**src/rtl/cond_pkg.sv**
```systemverilog
// Shared types and constants for the Execute-stage condition unit.
// Flag bit positions within {N,Z,C,V} and flag-write group selects.
package cond_pkg;

    typedef enum logic [3:0] {
        EQ = 4'b0000,
        NE = 4'b0001,
        CS = 4'b0010,
        CC = 4'b0011,
        MI = 4'b0100,
        PL = 4'b0101,
        VS = 4'b0110,
        VC = 4'b0111,
        HI = 4'b1000,
        LS = 4'b1001,
        GE = 4'b1010,
        LT = 4'b1011,
        GT = 4'b1100,
        LE = 4'b1101,
        AL = 4'b1110,
        NV = 4'b1111
    } cond_e;

    localparam int FLAG_N = 3;
    localparam int FLAG_Z = 2;
    localparam int FLAG_C = 1;
    localparam int FLAG_V = 0;

    localparam int FLAGW_NZ = 1;
    localparam int FLAGW_CV = 0;

endpackage

```
**src/rtl/cond_check.sv**
```systemverilog
// Combinational ARM condition decode against a {N,Z,C,V} flag set.
// Shared with the Decode-stage branch predictor.
module cond_check
    import cond_pkg::*;
(
    input  logic [3:0] cond,
    input  logic [3:0] flags,
    output logic       condex
);

    logic n, z, c, v;

    assign n = flags[FLAG_N];
    assign z = flags[FLAG_Z];
    assign c = flags[FLAG_C];
    assign v = flags[FLAG_V];

    always_comb begin
        condex = 1'b1;
        unique case (cond_e'(cond))
            EQ: condex = z;
            NE: condex = ~z;
            CS: condex = c;
            CC: condex = ~c;
            MI: condex = n;
            PL: condex = ~n;
            VS: condex = v;
            VC: condex = ~v;
            HI: condex = c & ~z;
            LS: condex = ~c | z;
            GE: condex = (n == v);
            LT: condex = (n != v);
            GT: condex = ~z & (n == v);
            LE: condex = z | (n != v);
            AL: condex = 1'b1;
            NV: condex = 1'b1;
        endcase
    end

endmodule

```
**src/rtl/cond_unit.sv**
```systemverilog
// Execute-stage NZCV flags register, condition gating of side effects,
// and a saturating count of condition-squashed instructions.
module cond_unit
    import cond_pkg::*;
#(
    parameter int         CNT_W     = 16,
    parameter logic [3:0] FLAGS_RST = 4'b0000
) (
    input  logic             clk,
    input  logic             reset_n,
    input  logic [3:0]       CondE,
    input  logic [3:0]       ALUFlags,
    input  logic [1:0]       FlagWriteE,
    input  logic             PCSrcE,
    input  logic             RegWriteE,
    input  logic             MemWriteE,
    input  logic             BranchE,
    input  logic             ValidE,
    input  logic             StallE,
    input  logic             CntClr,
    output logic             CondExE,
    output logic             PCSrcGE,
    output logic             BranchTakenE,
    output logic             RegWriteGE,
    output logic             MemWriteGE,
    output logic [3:0]       Flags,
    output logic [CNT_W-1:0] SquashCnt
);

    logic pass;
    logic upd;
    logic squash;

    cond_check u_check (
        .cond   (CondE),
        .flags  (Flags),
        .condex (CondExE)
    );

    assign pass   = CondExE & ValidE;
    assign upd    = pass & ~StallE;
    assign squash = ValidE & ~StallE & ~CondExE;

    assign PCSrcGE      = PCSrcE & pass;
    assign BranchTakenE = BranchE & pass;
    assign RegWriteGE   = RegWriteE & pass;
    assign MemWriteGE   = MemWriteE & pass;

    // Each flag group is written independently; the other group holds.
    always_ff @(posedge clk or negedge reset_n) begin
        if (!reset_n) begin
            Flags <= FLAGS_RST;
        end else if (upd) begin
            if (FlagWriteE[FLAGW_NZ]) begin
                Flags[FLAG_N] <= ALUFlags[FLAG_N];
                Flags[FLAG_Z] <= ALUFlags[FLAG_Z];
            end
            if (FlagWriteE[FLAGW_CV]) begin
                Flags[FLAG_C] <= ALUFlags[FLAG_C];
                Flags[FLAG_V] <= ALUFlags[FLAG_V];
            end
        end
    end

    always_ff @(posedge clk or negedge reset_n) begin
        if (!reset_n) begin
            SquashCnt <= '0;
        end else if (CntClr) begin
            SquashCnt <= '0;
        end else if (squash && (SquashCnt != {CNT_W{1'b1}})) begin
            SquashCnt <= SquashCnt + 1'b1;
        end
    end

endmodule

```
**config.mk**
```make
export PLATFORM = sky130hd
export DESIGN_NAME = cond_unit
export DESIGN_NICKNAME = d
export VERILOG_FILES = /design/src/rtl/cond_pkg.sv /design/src/rtl/cond_check.sv /design/src/rtl/cond_unit.sv
export SDC_FILE = /design/constraint.sdc
export NUM_CORES = 1
export LEC_CHECK = 0
export CORE_ASPECT_RATIO = 0.75
export CORE_UTILIZATION = 45
export CTS_CLUSTER_SIZE = 28
export DETAILED_ROUTE_END_ITERATION = 8
export PLACE_DENSITY = 0.82
export SLEW_MARGIN = 20
export SYNTH_ARGS = -nofsm -noshare
export SYNTH_HDL_FRONTEND = slang
export SYNTH_HIERARCHICAL = 1
export SYNTH_SLANG_ARGS = --single-unit
export TNS_END_PERCENT = 30
```
**constraint.sdc**
```tcl
create_clock -name clk -period 3 [get_ports clk]
set_input_delay 0.3 -clock clk [delete_from_list [all_inputs] [get_ports clk]]
set_output_delay 0.3 -clock clk [all_outputs]
set_load 0.05 [all_outputs]
```
==> results.json <==
{
  "layout_worst_path_cycle_share_pct": 92.8,
  "initial_core_util_pct": 48.3,
  "seq_area_frac_synth_pct": 38.9,
  "whs_ps": 542,
  "row_count": 16,
  "root_buffer": "clkbuf_8",
  "power_frac_seq_pct": 34.3,
  "synth_edf_count": 0,
  "fin_util_pct": 69.3,
  "finalCriticalPeriod_ps": 2780,
  "ctsResizeCount": 0,
  "grt_first_pass_wirelength_mm": 5.86,
  "cts_setup_buffers": 0,
  "syn_avg_cell_area_um2": 9.32,
  "leakage_nw": 0.733,
  "die-height_um": 48.3,
  "drt_iter0_markers": 84,
  "antenna_left": 0,
  "status": "finished clean",
  "async_flop_share_pct": 100,
  "synth_simple_gate_area_share_pct": 31.3,
  "p_per_area_mw_per_mm2": 555,
  "crit_required_ps": 3170,
  "cts_sinks": 20,
  "fin_nets": 203,
  "max_freq_ghz": 0.359,
  "syn_area_mm2": 0.00129,
  "grt.total_usage_pct": 23.9,
  "core_mm2": 0.00266,
  "synth_most_common_cell": "dfrtp_1",
  "diodes": 0,
  "clockBufferDepth": 2,
  "r2r_start": "Flags[3]",
  "yosys.area_share.xor_xnor_pct": 2.72,
  "routabilityCongestion": 0.781,
  "final_layout_size_suffix_gt1_share_pct": 13.2,
  "port_buffers": 43,
  "cp_max_fo": 10,
  "yosys.cell_types.count": 40,
  "muxShareOfSynthArea_pct": 5.16,
  "yosys-top-cells-area": "dfrtp_1, a21oi_1, mux2_2",
  "syn_nets": 158,
  "vdd_ir_drop_max_mv": 0.303,
  "rsz0062_at_grt": "no",
  "h-tree-depth": 1,
  "synth_top_cell_by_area": "dfrtp_1",
  "fillers": 198,
  "finalSetupTns_ps": 0,
  "vias": 1296,
  "synthFlopType": "dfrtp_1",
  "postPlaceCellArea_mm2": 0.00179,
  "max_cap_viol_count": 0,
  "fin_area_mm2": 0.00185,
  "tightest_slew_ps": 893,
  "post-dp-hpwl_mm": 2.49,
  "drcViolationCount": 0,
  "fin_cells": 218,
  "wl_mm": 3.30,
  "grt_pass1_vias": 1259,
  "overflow": 0,
  "ioPinCount": 44,
  "cts.clk_slew.worst_paths_ps": 70,
  "hold_path.class": "in2async",
  "clockPowerShare_pct": 20.1,
  "numCtsBuffers": 3,
  "end_kind": "flop",
  "die_w_um": 63.7,
  "setup_viol": 0,
  "synth_compound_area_share_pct": 17.5,
  "yosys_warnings": 6,
  "crit_start": "CondE[2]",
  "ys_ff_latch": 20,
  "synthAdderAreaFrac_pct": 0.973,
  "swShare_pct": 39.6,
  "dp.cells": 214,
  "areaGrowthSynthToFinish_pct": 43.5,
  "pwr-share-comb_pct": 45.6,
  "synth_top_family_by_area": "simple AND/OR/NAND/NOR gates",
  "arrival_ps": 2960,
  "antenna_found_initial": 0,
  "syn_inst": 138,
  "synthTopCellsByCount": "dfrtp_1, a21oi_1, or3_1, nand2_1, nand4_1",
  "power_switching_uw": 406,
  "finalMaxSlewViolations": 0,
  "hold_buffers": 0,
  "start_kind": "input pin",
  "fin_skew_ps": 3.32,
  "dieArea_mm2": 0.00308,
  "crit_type": "in2reg",
  "p_int_uw": 618,
  "first_pass_iters": 4,
  "wire_per_inst_um": 15.1,
  "grt_max_degree": 21,
  "synthDominantCellAreaShare_pct": 38.9,
  "via_per_inst": 5.94,
  "hold_viol": 0,
  "slew_headroom_pct": 40.3,
  "clock_insertion_delay_worst_skew_ps": 260,
  "cts_tree": "yes"
}
==> metal layers <==
layer  global-route usage [%]  up-vias  part of all wire, %
met1                     31.5      620                   44
met5                        0        -                    0
met3                     4.95        5                  6.2
met2                     40.1       51                   49
li1                         -      620                    -
met4                     5.68        0                 0.64
==> layout make-up <==
type / instances / area [µm²] / share of cell area (%)
Tap cell: 36 / 45.0 / 2.44
Timing Repair Buffer: 46 / 490 / 26.6
Sequential cell: 20 / 502 / 27.2
Inverter: 2 / 7.51 / 0.407
Multi-Input combinational cell: 110 / 746 / 40.4
Clock buffer: 4 / 55.1 / 2.98
==> metrics by stage <==
stage,total power [mW],setup slack [ps]
3_5_place_dp,0.823,-27.6
3_3_place_gp,0.811,77.8
2_1_floorplan,0.643,109
5_1_grt,1.07,3.89
4_1_cts,1.03,240
6_report,1.02,217
==> state kept, by name (all words and copies together) (netlist names) <==
name	cells
SquashCnt	16
Flags	4
==> power groups by stage <==
stage / combinational (mW) / sequential (mW) / clock, mW
after floorplan: 0.195 / 0.447 / 0
after global placement: 0.460 / 0.350 / 0
after detailed placement: 0.468 / 0.355 / 0
after CTS: 0.469 / 0.349 / 0.207
after global routing: 0.494 / 0.356 / 0.219
final: 0.467 / 0.351 / 0.206
==> path summary, 6_finish.rpt <==
| path | end | slack [ps] | cells past startpoint |
|---|---|---|---|
| min | SquashCnt[15] | 540 | 1 |
| max reg2reg | SquashCnt[15] | 450 | 9 |
| min reg2reg | SquashCnt[14] | 580 | 2 |
| max | SquashCnt[15] | 220 | 9 |
| min in group clk | SquashCnt[14] | 580 | 2 |
| max in group asynchronous | Flags[3] | 1850 | 1 |
==> cells by family after synthesis <==
logic type / count (synthesis)
simple gates: 62
compound gates: 37
flops: 20
buf+inv: 8
mux: 6
xor+xnor: 4
fa+ha+maj: 1
==> worst max-delay path: stages <==
cell and delay, ps:
clkdlybuf4s50_1 640, nor2b_1 210, xnor2_1 90, a311oi_1 340
o21ai_2 130, nor3b_4 330, nand4_4 210, or4_1 530
a21oi_1 160
==> layout by cell type (no fill, tap or decap), drive strengths merged, types with 3 or more instances in the layout <==
master and count:
nand4 9, o21ai 8, mux2 5, nor2 5, nor2b 4, clkbuf 4
buf 8, and4 3, a21oi 16, and3 7, xnor2 3, nand2b 3
or3 9, clkdlybuf4s50 38, nand2 8, o31ai 7, or4 5, dfrtp 20
Power figures use the tool's default switching activity.
